### src/rtl/path_mux_n_if.sv
// ---------------------------------------------------------------------------
// path_mux_n_if
//   Bundles the master-side stream inputs, the slave-side req/gnt/data bus
//   and the FIFO status outputs of path_mux_n.
//   slave modport  : view taken by path_mux_n itself
//   master modport : view taken by whatever drives the masters and slaves
//
//   valid_i  [NUM_MASTERS]           per-master valid
//   stop_o   [NUM_MASTERS]           per-master back-pressure
//   id_i     [NUM_MASTERS*IDWIDTH]   per-master slave ID, master k at slice k
//   data_i   [NUM_MASTERS*DWIDTH]    per-master payload
//   req_o    [NUM_SLAVES]            request to slave s
//   gnt_i    [NUM_SLAVES]            grant from slave s
//   valid_o  [NUM_SLAVES]            data valid to slave s
//   data_o   [NUM_SLAVES*DWIDTH]     payload to slave s
//   empty_o, full_o, count_o         FIFO occupancy
//   overflow_o, underflow_o          registered protocol-error pulses
// ---------------------------------------------------------------------------
interface path_mux_n_if #(
    parameter int NUM_MASTERS = 2,
    parameter int NUM_SLAVES  = 2,
    parameter int IDWIDTH     = 1,
    parameter int DWIDTH      = 8,
    parameter int DEPTH       = 4
);
    logic [NUM_MASTERS-1:0]         valid_i;
    logic [NUM_MASTERS-1:0]         stop_o;
    logic [NUM_MASTERS*IDWIDTH-1:0] id_i;
    logic [NUM_MASTERS*DWIDTH-1:0]  data_i;
    logic [NUM_SLAVES-1:0]          req_o;
    logic [NUM_SLAVES-1:0]          gnt_i;
    logic [NUM_SLAVES-1:0]          valid_o;
    logic [NUM_SLAVES*DWIDTH-1:0]   data_o;
    logic                           empty_o;
    logic                           full_o;
    logic [$clog2(DEPTH):0]         count_o;
    logic                           overflow_o;
    logic                           underflow_o;

    modport slave (
        input  valid_i, id_i, data_i, gnt_i,
        output stop_o, req_o, valid_o, data_o,
        output empty_o, full_o, count_o, overflow_o, underflow_o
    );

    modport master (
        output valid_i, id_i, data_i, gnt_i,
        input  stop_o, req_o, valid_o, data_o,
        input  empty_o, full_o, count_o, overflow_o, underflow_o
    );
endinterface

### src/rtl/path_mux_n.sv
// ---------------------------------------------------------------------------
// path_mux_n
//   Round-robin time-slot arbiter from NUM_MASTERS streams into one shared
//   FIFO. Each entry carries a slave ID; the FIFO head is offered to that
//   slave over req/gnt. With BYPASS_EN, an entry arriving while the FIFO is
//   empty and already granted goes straight through in the same cycle.
//
//   clk  : clock
//   rst  : asynchronous active-high reset (control state only)
//   bus  : path_mux_n_if.slave -- stream inputs, slave bus, status/error flags
// ---------------------------------------------------------------------------
module path_mux_n #(
    parameter int NUM_MASTERS = 2,
    parameter int NUM_SLAVES  = 2,
    parameter int IDWIDTH     = 1,
    parameter int DWIDTH      = 8,
    parameter int DEPTH       = 4,
    parameter int BYPASS_EN   = 1
) (
    input  logic          clk,
    input  logic          rst,
    path_mux_n_if.slave   bus
);
    localparam int PW = $clog2(NUM_MASTERS);
    localparam int AW = $clog2(DEPTH);
    localparam int CW = AW + 1;

    logic [PW-1:0]                rr_ptr;
    logic [CW-1:0]                count;
    logic [AW-1:0]                wr_ptr;
    logic [AW-1:0]                rd_ptr;
    logic                         ovf_q;
    logic                         unf_q;
    logic [IDWIDTH-1:0]           mem_id   [DEPTH];
    logic [DWIDTH-1:0]            mem_data [DEPTH];

    logic                         empty;
    logic                         full;
    logic [NUM_MASTERS-1:0]       stop;
    logic                         in_vld;
    logic [IDWIDTH-1:0]           in_id;
    logic [DWIDTH-1:0]            in_data;
    logic [IDWIDTH-1:0]           head_id;
    logic [DWIDTH-1:0]            head_data;
    logic [NUM_SLAVES-1:0]        in_hit;
    logic [NUM_SLAVES-1:0]        head_hit;
    logic [NUM_SLAVES-1:0]        req;
    logic [NUM_SLAVES-1:0]        vout;
    logic [NUM_SLAVES*DWIDTH-1:0] dout;
    logic                         id_ok;
    logic                         gnt_err;
    logic                         pop;
    logic                         bypass;
    logic                         push;

    assign empty     = (count == '0);
    assign full      = (count == CW'(DEPTH));
    assign head_id   = mem_id[rd_ptr];
    assign head_data = mem_data[rd_ptr];

    // ---- slot selection: only the master owning the current slot may enter
    always_comb begin : slot_sel
        stop    = '1;
        in_vld  = 1'b0;
        in_id   = '0;
        in_data = '0;
        for (int k = 0; k < NUM_MASTERS; k++) begin
            if (!rst && !full && rr_ptr == PW'(k)) begin
                stop[k] = 1'b0;
                in_vld  = bus.valid_i[k];
                in_id   = bus.id_i[k*IDWIDTH +: IDWIDTH];
                in_data = bus.data_i[k*DWIDTH +: DWIDTH];
            end
        end
    end

    // ---- routing: request, grant checking, pop / bypass / push decisions
    always_comb begin : route
        in_hit   = '0;
        head_hit = '0;
        for (int s = 0; s < NUM_SLAVES; s++) begin
            in_hit[s]   = (in_id == IDWIDTH'(s));
            head_hit[s] = (head_id == IDWIDTH'(s));
        end
        // An ID that decodes to no slave is an error and never enters the FIFO
        id_ok = |in_hit;
        req   = ({NUM_SLAVES{!empty}} & head_hit) |
                ({NUM_SLAVES{(BYPASS_EN != 0) && empty && in_vld}} & in_hit);
        // Illegal grants (unrequested or multi-hot) leave the FIFO untouched
        gnt_err = (|(bus.gnt_i & ~req)) ||
                  ((bus.gnt_i & (bus.gnt_i - NUM_SLAVES'(1))) != '0);
        pop     = !empty && (|(bus.gnt_i & head_hit)) && !gnt_err;
        bypass  = (BYPASS_EN != 0) && empty && in_vld && id_ok &&
                  (|(bus.gnt_i & in_hit)) && !gnt_err;
        push    = in_vld && id_ok && !bypass;

        vout = pop ? head_hit : (bypass ? in_hit : '0);
        dout = '0;
        for (int s = 0; s < NUM_SLAVES; s++) begin
            if (vout[s]) begin
                dout[s*DWIDTH +: DWIDTH] = pop ? head_data : in_data;
            end
        end
    end

    // ---- control registers: slot pointer, FIFO pointers, error pulses
    always_ff @(posedge clk or posedge rst) begin : ctrl
        if (rst) begin
            rr_ptr <= '0;
            count  <= '0;
            wr_ptr <= '0;
            rd_ptr <= '0;
            ovf_q  <= 1'b0;
            unf_q  <= 1'b0;
        end else begin
            // Slots rotate unconditionally; an unused slot is simply lost
            rr_ptr <= (rr_ptr == PW'(NUM_MASTERS-1)) ? '0 : rr_ptr + 1'b1;
            if (push) wr_ptr <= wr_ptr + 1'b1;
            if (pop)  rd_ptr <= rd_ptr + 1'b1;
            if (push && !pop)      count <= count + 1'b1;
            else if (pop && !push) count <= count - 1'b1;
            ovf_q <= |(bus.valid_i & stop);
            unf_q <= gnt_err || (in_vld && !id_ok);
        end
    end

    // ---- FIFO storage: data path, not reset
    always_ff @(posedge clk) begin : store
        if (push) begin
            mem_id[wr_ptr]   <= in_id;
            mem_data[wr_ptr] <= in_data;
        end
    end

    assign bus.stop_o      = stop;
    assign bus.req_o       = req;
    assign bus.valid_o     = vout;
    assign bus.data_o      = dout;
    assign bus.empty_o     = empty;
    assign bus.full_o      = full;
    assign bus.count_o     = count;
    assign bus.overflow_o  = ovf_q;
    assign bus.underflow_o = unf_q;
endmodule

### src/flat_wrapper.sv
// flat-port wrapper written by rule: the top's interface ports become plain ports
module path_mux_n_flat 
#(
    parameter int NUM_MASTERS = 2,
    parameter int NUM_SLAVES  = 2,
    parameter int IDWIDTH     = 1,
    parameter int DWIDTH      = 8,
    parameter int DEPTH       = 4,
    parameter int BYPASS_EN   = 1
)
  (clk, rst, bus_valid_i, bus_id_i, bus_data_i, bus_gnt_i, bus_stop_o, bus_req_o, bus_valid_o, bus_data_o, bus_empty_o, bus_full_o, bus_count_o, bus_overflow_o, bus_underflow_o);
  path_mux_n_if #(.NUM_MASTERS(NUM_MASTERS), .NUM_SLAVES(NUM_SLAVES), .IDWIDTH(IDWIDTH), .DWIDTH(DWIDTH), .DEPTH(DEPTH)) bus_i ();
  input  logic clk;
  input  logic rst;
  input wire logic [$bits(bus_i.valid_i)-1:0] bus_valid_i;
  input wire logic [$bits(bus_i.id_i)-1:0] bus_id_i;
  input wire logic [$bits(bus_i.data_i)-1:0] bus_data_i;
  input wire logic [$bits(bus_i.gnt_i)-1:0] bus_gnt_i;
  output wire logic [$bits(bus_i.stop_o)-1:0] bus_stop_o;
  output wire logic [$bits(bus_i.req_o)-1:0] bus_req_o;
  output wire logic [$bits(bus_i.valid_o)-1:0] bus_valid_o;
  output wire logic [$bits(bus_i.data_o)-1:0] bus_data_o;
  output wire logic [$bits(bus_i.empty_o)-1:0] bus_empty_o;
  output wire logic [$bits(bus_i.full_o)-1:0] bus_full_o;
  output wire logic [$bits(bus_i.count_o)-1:0] bus_count_o;
  output wire logic [$bits(bus_i.overflow_o)-1:0] bus_overflow_o;
  output wire logic [$bits(bus_i.underflow_o)-1:0] bus_underflow_o;
  assign bus_i.valid_i = bus_valid_i;
  assign bus_i.id_i = bus_id_i;
  assign bus_i.data_i = bus_data_i;
  assign bus_i.gnt_i = bus_gnt_i;
  assign bus_stop_o = bus_i.stop_o;
  assign bus_req_o = bus_i.req_o;
  assign bus_valid_o = bus_i.valid_o;
  assign bus_data_o = bus_i.data_o;
  assign bus_empty_o = bus_i.empty_o;
  assign bus_full_o = bus_i.full_o;
  assign bus_count_o = bus_i.count_o;
  assign bus_overflow_o = bus_i.overflow_o;
  assign bus_underflow_o = bus_i.underflow_o;
  path_mux_n #(.NUM_MASTERS(NUM_MASTERS), .NUM_SLAVES(NUM_SLAVES), .IDWIDTH(IDWIDTH), .DWIDTH(DWIDTH), .DEPTH(DEPTH), .BYPASS_EN(BYPASS_EN)) u_core (.clk(clk), .rst(rst), .bus(bus_i));
endmodule
### config.mk
export PLATFORM = sky130hd
export DESIGN_NAME = path_mux_n_flat
export DESIGN_NICKNAME = d
export VERILOG_FILES = /design/src/rtl/path_mux_n_if.sv /design/src/rtl/path_mux_n.sv /design/src/flat_wrapper.sv
export SDC_FILE = /design/constraint.sdc
export NUM_CORES = 1
export LEC_CHECK = 0
export BUFFER_PORTS_ARGS = -buffer_cell sky130_fd_sc_hd__clkbuf_2
export CORE_MARGIN = 2
export CORE_UTILIZATION = 57
export DETAILED_ROUTE_END_ITERATION = 8
export PLACE_DENSITY_LB_ADDON = 0.05
export SYNTH_ARGS = -nofsm -noshare
export SYNTH_HDL_FRONTEND = slang
export SYNTH_SLANG_ARGS = --single-unit
### constraint.sdc
create_clock -name clk -period 3.85 [get_ports clk]
set_input_delay 0.385 -clock clk [delete_from_list [all_inputs] [get_ports clk]]
set_output_delay 0.385 -clock clk [all_outputs]
set_load 0.02 [all_outputs]
======== Yosys cells after proc, flatten, opt, wreduce, memory -nomap -nowiden ========
Memory sizes are Yosys's and may differ from the RTL's.
Cells that the tools add are included.
word-level totals
  memory bits (writable) .................. 36
  bits of input ports ..................... 24
  word-level logic and storage cells ...... 71
  memories kept ........................... 2
  flip-flop bits (word level) ............. 10
  output and inout port bits .............. 29
cells by class
  mux-type cells .......................... 18
  reduce and logical (&&, ||, !) cells .... 26
  bitwise gates (word level) .............. 12
  $add $sub $neg .......................... 6
  equal/unequal tests ..................... 1
memory list
  memory           words  width  read ports  clocked after memory_dff  write ports  RTL line          text
  u_core.mem_data  4      8      1           0                         1            path_mux_n.sv:35  logic [DWIDTH-1:0] mem_data [DEPTH];
  u_core.mem_id    4      1      1           0                         1            path_mux_n.sv:34  logic [IDWIDTH-1:0] mem_id [DEPTH];
operators by type and width
  kind                 number
  $mux 8               5
  $and 2x2->2          7
  $logic_and 1x1->1    11
  $mux 1               9
  $reduce_or 2->1      4
  $logic_not 1->1      7
  $mux 3               2
  $add 2x1->2 const B  2
  $mux 2               2
  $reduce_bool 2->1    2
  $add 3x1->3 const B  1
  $eq 3x3->1 const B   1
  $logic_not 3->1      1
  $not 1->1            3
  $sub 3x1->3 const B  1
  $not 2->2            1
  $or 2x2->2           1
  $sub 2x1->2 const B  1
  $add 1x1->1 const B  1
  $logic_or 1x1->1     1

======== Longest topological paths before layout ========
Gate-level depths: netlist (run 1).
  word-level depth ........................ 21
  mapped depth ............................ 11

======== Worst setup path before layout (run 1) ========
OpenSTA, ideal clock, no wires.
  kind .................................... flip-flop to flip-flop
  from .................................... reg u_core.count[0], in the netlist u_core.bus.count_o[0]
  to ...................................... reg u_core.count[2], in the netlist u_core.bus.count_o[2]
  period minus slack after synthesis ...... 2713 ps
  required time ........................... 3770 ps
  arrival ................................. 2633 ps
  setup slack ............................. 1137 ps
  setup time .............................. 80 ps
  stages on the path, launching flop included .. 12
  cell sequence ........................... dfrtp_1 -> or3_4 -> inv_1 -> nor3b_1 -> buf_2 -> nor2_1 -> ha_1 -> inv_1 -> fa_1 -> xor2_1 -> nor2_1 -> xor2_1
RTL lines
  element                                               RTL line                            text
  start, declared                                       path_mux_n.sv:29                    logic [CW-1:0] count;
  start signal, assigned                                path_mux_n.sv:120                   if (push && !pop) count <= count + 1'b1;
  start signal, assigned                                path_mux_n.sv:121                   else if (pop && !push) count <= count - 1'b1;
  $logic_not 3->1 *                                     path_mux_n.sv:56                    assign empty = (count == '0);
  via bus_empty_o                                       flat_wrapper.sv:23                  output wire logic [$bits(bus_i.empty_o)-1:0] bus_empty_o;
  $logic_not 1->1 or $logic_and 1x1->1 (tied branches)  -
  $and 2x2->2 (on tied branches)                        path_mux_n.sv:87, path_mux_n.sv:88
  $or 2x2->2                                            path_mux_n.sv:87                    req = ({NUM_SLAVES{!empty}} & head_hit) |
  $not 2->2                                             path_mux_n.sv:90                    gnt_err = (|(bus.gnt_i & ~req)) ||
  $and 2x2->2                                           path_mux_n.sv:90
  $reduce_or 2->1                                       path_mux_n.sv:90
  $logic_or 1x1->1                                      path_mux_n.sv:90
  $logic_not 1->1                                       path_mux_n.sv:92, path_mux_n.sv:94
  $logic_and 1x1->1                                     path_mux_n.sv:94                    (|(bus.gnt_i & in_hit)) && !gnt_err;
  $logic_not 1->1                                       path_mux_n.sv:95                    push = in_vld && id_ok && !bypass;
  $logic_and 1x1->1                                     path_mux_n.sv:95
  $logic_not 1->1                                       path_mux_n.sv:121
  $logic_and 1x1->1                                     path_mux_n.sv:121
  $reduce_bool 2->1 (no line)                           -
The timed path passes the listed nets; every way through them passes the cells marked *. The select of a mux whose other input is x is not followed.
A chain may end at the register's enable or synchronous reset.

======== Final worst setup path (run 1) ========
  from .................................... reg u_core.rd_ptr[1]
  to ...................................... reg u_core.count[1], in the netlist u_core.bus.count_o[1]
on the way
  cells in the longest elaborated chain, start to end .. 15
RTL lines
  element                      RTL line                            text
  start, declared              path_mux_n.sv:31                    logic [AW-1:0] rd_ptr;
  start signal, assigned       path_mux_n.sv:119                   if (pop) rd_ptr <= rd_ptr + 1'b1;
  $mem_v2 4x1 *                -
  $not 1->1                    path_mux_n.sv:83                    head_hit[s] = (head_id == IDWIDTH'(s));
  $and 2x2->2                  path_mux_n.sv:87
  $or 2x2->2                   path_mux_n.sv:87
  $not 2->2                    path_mux_n.sv:90
  $and 2x2->2                  path_mux_n.sv:90
  $reduce_or 2->1              path_mux_n.sv:90
  $logic_or 1x1->1             path_mux_n.sv:90
  $logic_not 1->1              path_mux_n.sv:92, path_mux_n.sv:94
  $logic_and 1x1->1            path_mux_n.sv:94
  $logic_not 1->1              path_mux_n.sv:95
  $logic_and 1x1->1            path_mux_n.sv:95
  $logic_not 1->1              path_mux_n.sv:121
  $logic_and 1x1->1            path_mux_n.sv:121
  $reduce_bool 2->1 (no line)  -
Mark *: on every way between the ends. The rest lies on a longest branch, timed or not.

==> out/results.tsv, run 1 <==
metric	value	unit
dieArea	4560	sq um
r2r_end	u_core.bus.count_o[1]$_DFFE_PP0P_	
switchingPower	0.000624	W
dpl.hpwl	3.42	mm
yosysWarnings	0	
worst_pin_slew	1360	ps
initial_core_util	58.3	%
setup-tns-final	0	ps
synthCells	154	
cap_violations	0	
num_rows	23	
finalSetupViolCount	0	
drive_above_1_share	38.3	%
pwr-share-clk	17.1	%
clk_pin_slew	80	ps
ys.flop_type	edfxtp_1	
worstSkewPairLatency	300	ps
crit_required	4040	ps
drt-total-wl	4.69	mm
grt_setup_unrepaired	false	
r2r_cells	7	
route.detailed.drc	0	
ios	53	
mostFrequentLayoutCell	clkbuf_2	
final_util	68.1	%
cp_max_fo	11	
crit_chain	mux4_2 > nor3b_1 > nor2_1 > ha_1 > inv_1 > fa_1 > mux2_2	
ys_ff_latch	46	
cts_buffers	5	
yosysSeqAreaShare	57.9	%
crit_arrival	3620	ps
htreeDepth	2	
hold_class	primary input to asynchronous set/reset pin	
antenna_found_initial	0	
crit_family	simple AND/OR/NAND/NOR gates	
wl_per_cell	18.1	um
post_cts_buffers	0	
synth_edf_count	36	
hold_viol	0	
drt-pass1-iter-count	4	
cts_root_buf	clkbuf_8	
gp_congestion	0.706	
fin_nets	238	
insertedDiodeCount	0	
reg2reg_from	u_core.rd_ptr[1]$_DFFE_PP0N_	
area_delta_synth_final	16.8	%
num-fill-cells	283	
power_density	627	nW/um^2
grt_start_max_net_pins	15	
irDropWorstVdd	0.364	mV
final.period_utilization	89.3	%
cts_resized	0	
core_area	3940	sq um
status	finished, final reports clean	
die_width	67.5	um
viasPerCell	5.80	
crit_buf_inv	1	
async_flop_share	21.7	%
drt_iter0_drc	120	
crit_type	register to register	
grt_usage	22.2	%
ctsLongestPathBuffers	2	
leakage	1.17	nW
p_int	0.00106	W
cts_hold_buf	0	
grt_pass1_wl	7.09	mm
switching_share	37.1	%
r2r_slack	410	ps
power_frac_comb	40.6	%
netlist_area	2300	sq um
endpoint_kind	register	
syn_nets	184	
synth.avg_cell_area	14.9	sq um
final_cell_mix	clkbuf_2, edfxtp_1, a22o_1	
slew_headroom	9.40	%
critical_path.slowest_cell	nor3b_1	
cts_tree	built	
cp-start-kind	register	
grt_pass1_vias	1370	
p_seq_share	42.3	%
fmax	291	MHz
die_y	67.5	um
cts_sinks	46	
num_vias	1503	
period_needed	3440	ps
place_inst	251	
io_buffers	52	
skew	4.77	ps
stdcell_count	259	
slew_viol_final	0	
overflow	0	
slowest_delay	1100	ps
ant_nets	0	
yosysUniqueCellTypes	36	
flip-flops by register name, indices dropped and copies added, names as in the netlist:
name / flops
u_core.rd_ptr: 2
u_core.mem_data: 32
u_core.bus.underflow_o: 1
u_core.bus.overflow_o: 1
u_core.bus.count_o: 3
u_core.rr_ptr: 1
u_core.wr_ptr: 2
u_core.mem_id: 4
worst max path at each step:
stage                     slack, ps                               from  cells after the start                                 to
final                           410       u_core.rd_ptr[1]$_DFFE_PP0N_                      7  u_core.bus.count_o[1]$_DFFE_PP0P_
after global routing            250       u_core.rd_ptr[1]$_DFFE_PP0N_                      7  u_core.bus.count_o[1]$_DFFE_PP0P_
after CTS                       450       u_core.rd_ptr[1]$_DFFE_PP0N_                      7  u_core.bus.count_o[1]$_DFFE_PP0P_
after detailed placement        480       u_core.rd_ptr[1]$_DFFE_PP0N_                      7  u_core.bus.count_o[1]$_DFFE_PP0P_
after global placement          510       u_core.rd_ptr[1]$_DFFE_PP0N_                      7  u_core.bus.count_o[1]$_DFFE_PP0P_
after floorplan                1140  u_core.bus.count_o[0]$_DFFE_PP0P_                     11  u_core.bus.count_o[2]$_DFFE_PP0P_
per-layer routing:
metal | global-route usage [%] | routed length (um) | vias up
li1 | - | - | 694
met1 | 29.8 | 1990 | 767
met2 | 35.7 | 2440 | 37
met3 | 5.83 | 202 | 5
met4 | 6.38 | 54 | 0
met5 | 0 | 0 | -
through the flow:
stage	total power (W)	setup slack, ps	hold slack (ps)	instance area, sq um
final	0.00168	412	82.9	2690
after global routing	0.00178	253	135	2690
after CTS	0.00170	448	107	2690
after detailed placement	0.00141	476	431	2600
after global placement	0.00138	508	408	2600
after floorplan	0.00122	1140	225	2300
final cells by class:
type / instances / area [sq um] / area share (%)
clock buffers: 6 / 72.6 / 2.70
clock inverters: 2 / 13.8 / 0.513
inverters: 7 / 26.3 / 0.979
multi-input cells: 94 / 903 / 33.6
flip-flops and latches: 46 / 1330 / 49.6
well taps: 50 / 62.6 / 2.33
repair buffers: 54 / 275 / 10.3
cell usage after synthesis, types with 2 or more instances:
library cell  count  area share, %
a22o_1           16            6.1
and2_1            5            1.4
buf_2             4           0.87
dfrtp_1          10             11
edfxtp_1         36             47
ha_1              5            2.7
inv_1             7            1.1
mux2_2            3            1.5
mux2i_1          11            4.8
mux4_2            9            8.8
nand2_1           4           0.65
nor2_1           12            2.0
nor3_4            3            2.1
o21ai_0           3           0.65
xnor2_1           4            1.5
xor2_1            2           0.76
worst register-to-register path, cell delays in order, from the launching register on:
cell	delay (ps)
dfrtp_1	620
mux4_2	380
nor3b_1	1100
nor2_1	180
ha_1	290
inv_1	70
fa_1	420
mux2_2	270
power by group through the flow:
stage               Combinational, W  Clock, W  Sequential [W]
global placement            0.000659         0        0.000718
detailed placement          0.000685         0        0.000725
finish                      0.000682  0.000288        0.000712
floorplan                   0.000498         0        0.000720
global route                0.000740  0.000313        0.000726
CTS                         0.000690  0.000293        0.000713
kinds of logic (layout without fill, tap and decap cells):
family | count (synthesis) | after routing | share of synthesized area [%]
AOI/OAI and AO/OA | 27 | 27 | 9.74
xor gates and xnor gates | 6 | 6 | 2.29
adders and majority gates | 6 | 6 | 3.59
buffers and inverters | 14 | 69 | 2.83
DFF | 46 | 46 | 57.9
muxes | 23 | 23 | 15.1
and+or+nand+nor | 32 | 32 | 8.60
(Power assumes the default switching activity.)
==> run 2: changes to the inputs <==
- BUFFER_PORTS_ARGS: -buffer_cell sky130_fd_sc_hd__clkbuf_2 -> unset
- CORE_UTILIZATION: 57 -> 67
- DONT_BUFFER_PORTS: unset -> 1
==> run 2 against run 1 <==
Total power fell by 8.9%. Worst setup slack gained 340 ps. Clock skew is 8.8 ps higher. Largest cell class unchanged. Highest routed layer unchanged.
==> out/results.tsv, run 2 (synthesis results as in run 1) <==
metric	value	unit	change
status	finished, final reports clean		unchanged
r2r_end	u_core.bus.count_o[2]$_DFFE_PP0P_		was u_core.bus.count_o[1]$_DFFE_PP0P_
critical_path.slowest_cell	dfrtp_1		was nor3b_1
num_rows	21		was 23
skew	13.5	ps	was 4.77 ps
dpl_worst_slack	879	ps	was 476 ps
crit_arrival	2710	ps	was 3620 ps
dieArea	3920	sq um	was 4560 sq um
crit_required	3460	ps	was 4040 ps
setup-tns-final	0	ps	unchanged
grt_pass1_vias	1336		was 1,370
die_width	62.6	um	was 67.5 um
cts_buffers	5		unchanged
switchingPower	0.000589	W	was 0.000624 W
cts_root_buf	clkbuf_4		was clkbuf_8
ios	53		unchanged
drive_above_1_share	17.6	%	was 38.3%
p_int	0.000943	W	was 0.00106 W
largest_register_ffs	32		unchanged
viasPerCell	6.45		was 5.80
num-fill-cells	237		was 283
htreeDepth	2		unchanged
area_delta_synth_final	4.41	%	was 16.8%
leakage	0.936	nW	was 1.17 nW
place_inst	196		was 251
r2r_cells	11		was 7
slew_headroom	52.7	%	was 9.40%
whs_endpoint	u_core.bus.overflow_o$_DFF_PP0_		
fmax	323	MHz	was 291 MHz
cp_max_fo	6		was 11
cp-start-kind	register		unchanged
antenna_found_initial	0		unchanged
fin_hold_ws	165	ps	was 82.9 ps
core_area	3310	sq um	was 3940 sq um
drt-pass1-iter-count	4		unchanged
power_density	638	nW/um^2	was 627 nW/um^2
mostFrequentLayoutCell	edfxtp_1		was clkbuf_2
cts_tree	built		unchanged
period_needed	3100	ps	was 3440 ps
grt_usage	24.1	%	was 22.2%
finalSetupViolCount	0		unchanged
insertedDiodeCount	0		unchanged
final_util	72.5	%	was 68.1%
grt_setup_unrepaired	false		unchanged
switching_share	38.4	%	was 37.1%
overflow	0		unchanged
post_cts_buffers	0		unchanged
wl_per_cell	21.2	um	was 18.1 um
hold_class	primary input to register		was primary input to asynchronous set/reset pin
min_path_cells	1		
power_frac_comb	37.8	%	was 40.6%
worstSkewPairLatency	350	ps	was 300 ps
dpl.hpwl	3.06	mm	was 3.42 mm
cap_violations	0		unchanged
initial_core_util	69.5	%	was 58.3%
cts_hold_buf	1		was 0
hold_viol	0		unchanged
layout_setup_ws	754	ps	was 412 ps
final_cell_mix	edfxtp_1, a22o_1, nor2_1		was clkbuf_2, edfxtp_1, a22o_1
drt-total-wl	4.34	mm	was 4.69 mm
final.period_utilization	80.4	%	was 89.3%
irDropWorstVdd	0.410	mV	was 0.364 mV
ant_nets	0		unchanged
r2r_slack	830	ps	was 410 ps
hold_start	bus_valid_i[1]		
grt_start_max_net_pins	14		was 15
endpoint_kind	output port		was register
crit_type	register to output port		was register to register
cts_resized	0		unchanged
crit_buf_inv	0		was 1
grt_pass1_wl	6.98	mm	was 7.09 mm
worst_pin_slew	702	ps	was 1360 ps
slew_viol_final	0		unchanged
p_seq_share	48.6	%	was 42.3%
reg2reg_from	u_core.bus.count_o[0]$_DFFE_PP0P_		was u_core.rd_ptr[1]$_DFFE_PP0N_
cts_sinks	46		unchanged
ctsLongestPathBuffers	2		unchanged
clk_pin_slew	120	ps	was 80 ps
top_register	u_core.mem_data		unchanged
crit_chain	or3_4 > or3_1 > o22ai_1 > nor2b_1		was mux4_2 > nor3b_1 > nor2_1 > ha_1 > inv_1 > fa_1 > mux2_2
crit_family	simple AND/OR/NAND/NOR gates		unchanged
pwr-share-clk	13.6	%	was 17.1%
route.detailed.drc	0		unchanged
fin_nets	188		was 238
die_y	62.6	um	was 67.5 um
num_vias	1323		was 1,503
stdcell_count	205		was 259
gp_congestion	0.820		was 0.706
slowest_delay	540	ps	was 1100 ps
io_buffers	0		was 52
drt_iter0_drc	82		was 120
[run 2: worst max-delay path by stage]
stage	startpoint	endpoint	slack [ps]	cells after the start
CTS	u_core.bus.count_o[0]$_DFFE_PP0P_	bus_valid_o[0]	750	4
global placement	u_core.bus.count_o[0]$_DFFE_PP0P_	u_core.bus.count_o[2]$_DFFE_PP0P_	1050	11
detailed placement	u_core.bus.count_o[0]$_DFFE_PP0P_	u_core.bus.count_o[2]$_DFFE_PP0P_	880	11
finish	u_core.bus.count_o[0]$_DFFE_PP0P_	bus_valid_o[0]	750	4
floorplan	u_core.bus.count_o[0]$_DFFE_PP0P_	u_core.bus.count_o[2]$_DFFE_PP0P_	1140	11
global route	u_core.bus.count_o[0]$_DFFE_PP0P_	u_core.bus.count_o[2]$_DFFE_PP0P_	660	11
[run 2: power by group through the flow]
stage	Sequential (W)	Combinational, W	Clock, W
4_1_cts	0.000748	0.000586	0.000209
5_1_grt	0.000757	0.000636	0.000227
6_report	0.000745	0.000579	0.000208
3_3_place_gp	0.000749	0.000553	0
3_5_place_dp	0.000760	0.000580	0
2_1_floorplan	0.000720	0.000498	0
[run 2: final cells by class]
type                            count  area, sq um  area share, %
Timing Repair Buffer                4         32.5           1.35
Tap cell                           46         57.6           2.40
Clock inverter                      2         8.76          0.365
Inverter                            7         26.3           1.09
Sequential cell                    46         1330           55.4
Multi-Input combinational cell     94          903           37.6
Clock buffer                        6         41.3           1.72
[run 2: per-stage QoR]
step	power, W	area, sq um
detailed placement	0.00134	2340
floorplan	0.00122	2300
CTS	0.00154	2400
global route	0.00162	2400
finish	0.00153	2400
global placement	0.00130	2340
[run 2: worst register-to-register path: cells and delay by family (launching register included)]
family        cells  cell delay [ps]
flops             1              540
simple gates      4              920
xor+xnor          2              310
buf+inv           3              570
fa+ha+maj         2              610
[run 2: routing by layer]
layer	vias up	share of wire, %	track usage (%)
li1	597	-	-
met1	675	38	32.1
met2	42	53	39.0
met3	9	7.0	5.77
met4	0	1.5	9.17
met5	-	0	0
==> run 3: changes to the inputs <==
- CORE_UTILIZATION: 67 -> 56
- clock period: 3.85 -> 2.7 ns (I/O delays scaled with it)
==> run 3 against run 2 <==
Global-route usage down 1.9 points. Largest cell class unchanged. Cell area is 6.6% higher. Routed wire length up 4.1%. Utilization decreased by 8.1 points. Critical endpoint is now bus_data_o[15]. Worst hold slack got worse by 62 ps.
==> out/results.tsv, run 3 (synthesis results as in run 1) <==
metric	value	unit	change
status	finished, final reports clean		unchanged
dpl_cell_area	2420	sq um	was 2340 sq um
skew	13.7	ps	was 13.5 ps
drt-total-wl	4.52	mm	was 4.34 mm
final_util	64.4	%	was 72.5%
crit_arrival	2270	ps	was 2710 ps
core_area	3970	sq um	was 3310 sq um
period_needed	2540	ps	
die_width	68.1	um	was 62.6 um
cts_buffers	5		unchanged
crit_type	register to output port		unchanged
final_cell_mix	edfxtp_1, a22o_1, buf_4		was edfxtp_1, a22o_1, nor2_1
stdcell_count	221		was 205
top_register	u_core.mem_data		unchanged
place_inst	210		was 196
grt_usage	22.2	%	was 24.1%
drt_iter0_drc	78		was 82
grt_pass1_wl	7.08	mm	was 6.98 mm
cp_max_fo	9		was 6
setup-tns-final	0	ps	unchanged
grt_pass1_vias	1367		was 1,336
slew_viol_final	0		unchanged
initial_core_util	57.9	%	was 69.5%
r2r_cells	9		was 11
irDropWorstVdd	0.682	mV	was 0.410 mV
critical_path.slowest_cell	or3_1		was dfrtp_1
power.total	0.00238	W	was 0.00153 W
worstSkewPairLatency	300	ps	was 350 ps
endpoint_kind	output port		unchanged
drive_above_1_share	24.0	%	was 17.6%
io_buffers	0		unchanged
slowest_delay	500	ps	was 540 ps
route.detailed.drc	0		unchanged
ios	53		unchanged
power_density	931	nW/um^2	was 638 nW/um^2
cts_root_buf	clkbuf_8		was clkbuf_4
dpl.hpwl	3.21	mm	was 3.06 mm
num_rows	23		was 21
dieArea	4630	sq um	was 3920 sq um
cts_tree	built		unchanged
clk_pin_slew	80	ps	was 120 ps
hold_viol	0		unchanged
crit_required	2430	ps	was 3460 ps
cts_sinks	46		unchanged
drt-pass1-iter-count	4		unchanged
htreeDepth	2		unchanged
finalSetupViolCount	0		unchanged
wl_per_cell	20.5	um	was 21.2 um
hold_class	primary input to register		unchanged
gp_congestion	0.816		was 0.820
largest_register_ffs	32		unchanged
die_y	68.1	um	was 62.6 um
crit_chain	or3_4 > or3_1 > nor3_4 > buf_12 > a22o_1		was or3_4 > or3_1 > o22ai_1 > nor2b_1
antenna_found_initial	0		unchanged
slew_headroom	63.5	%	was 52.7%
num_vias	1366		was 1,323
mostFrequentLayoutCell	edfxtp_1		unchanged
fin_area	2560	sq um	was 2400 sq um
num-fill-cells	292		was 237
area_delta_synth_final	11.3	%	was 4.41%
insertedDiodeCount	0		unchanged
worst_pin_slew	533	ps	was 702 ps
grt_setup_unrepaired	false		unchanged
cap_violations	0		unchanged
grt_start_max_net_pins	15		was 14
viasPerCell	6.18		was 6.45
cp-start-kind	register		unchanged
fmax	394	MHz	
ant_nets	0		unchanged
ctsLongestPathBuffers	2		unchanged
final.period_utilization	93.9	%	
overflow	0		unchanged
leakage	1.00	nW	was 0.936 nW
fin_nets	200		was 188
min_path_cells	1		unchanged
==> run 3: metrics by stage <==
stage,setup WS [ps],hold WS [ps]
global placement,287,168
floorplan,110,110
CTS,53.2,102
detailed placement,231,172
finish,164,104
global route,52.3,109
==> run 3: worst paths after layout <==
| check | endpoint | from | slack (ps) |
|---|---|---|---|
| worst min-delay path | u_core.bus.overflow_o$_DFF_PP0_ | bus_valid_i[1] | 100 |
| worst max-delay path | bus_data_o[15] | u_core.bus.count_o[0]$_DFFE_PP0P_ | 160 |
| worst max register to register | u_core.bus.count_o[2]$_DFFE_PP0P_ | u_core.rd_ptr[0]$_DFFE_PP0N_ | 220 |
| max in group asynchronous | u_core.rd_ptr[0]$_DFFE_PP0N_ | rst | 2010 |
| worst min register to register | u_core.wr_ptr[1]$_DFFE_PP0P_ | u_core.wr_ptr[1]$_DFFE_PP0P_ | 570 |
| min in group asynchronous | u_core.rd_ptr[1]$_DFFE_PP0N_ | rst | 400 |
==> run 3: worst max-delay path: cells and delay by family (launching register included) <==
| family | cells | cell delay [ps] |
|---|---|---|
| compound gates | 1 | 250 |
| flops | 1 | 380 |
| buf+inv | 1 | 160 |
| simple gates | 3 | 1180 |
==> run 3: metal layers <==
| metal | GRT usage (%) | vias to the layer above | part of all wire (%) |
|---|---|---|---|
| met3 | 5.43 | 6 | 6.9 |
| li1 | - | 621 | - |
| met2 | 38.7 | 59 | 52 |
| met1 | 27.9 | 680 | 41 |
| met4 | 5.25 | 0 | 0.80 |
| met5 | 0 | - | 0 |
==> run 3: layout make-up <==
type / count / area (sq um) / area share [%]
inverter: 7 / 30.0 / 1.17
timing repair buffer: 16 / 148 / 5.77
tap: 50 / 62.6 / 2.44
clock inverter: 1 / 7.51 / 0.293
sequential: 46 / 1330 / 52.0
multi-input combinational: 94 / 903 / 35.3
clock buffer: 7 / 76.3 / 2.98
==> run 3: report_power, final <==
group | switching (W) | total (W) | internal, W
clock | 0.000218 | 0.000401 | 0.000183
sequential | 0.0000653 | 0.000978 | 0.000913
combinational | 0.000586 | 0.00100 | 0.000418
total | 0.000869 | 0.00238 | 0.00151
==> run 3: what timing repair did <==
item                                    in CTS  in global routing
gates resized for setup                      0                  0
endpoints found under the setup margin       0                 16
buffers inserted                             0                  2
hold buffers                                 1                  0
hold endpoints to repair                    10                  0
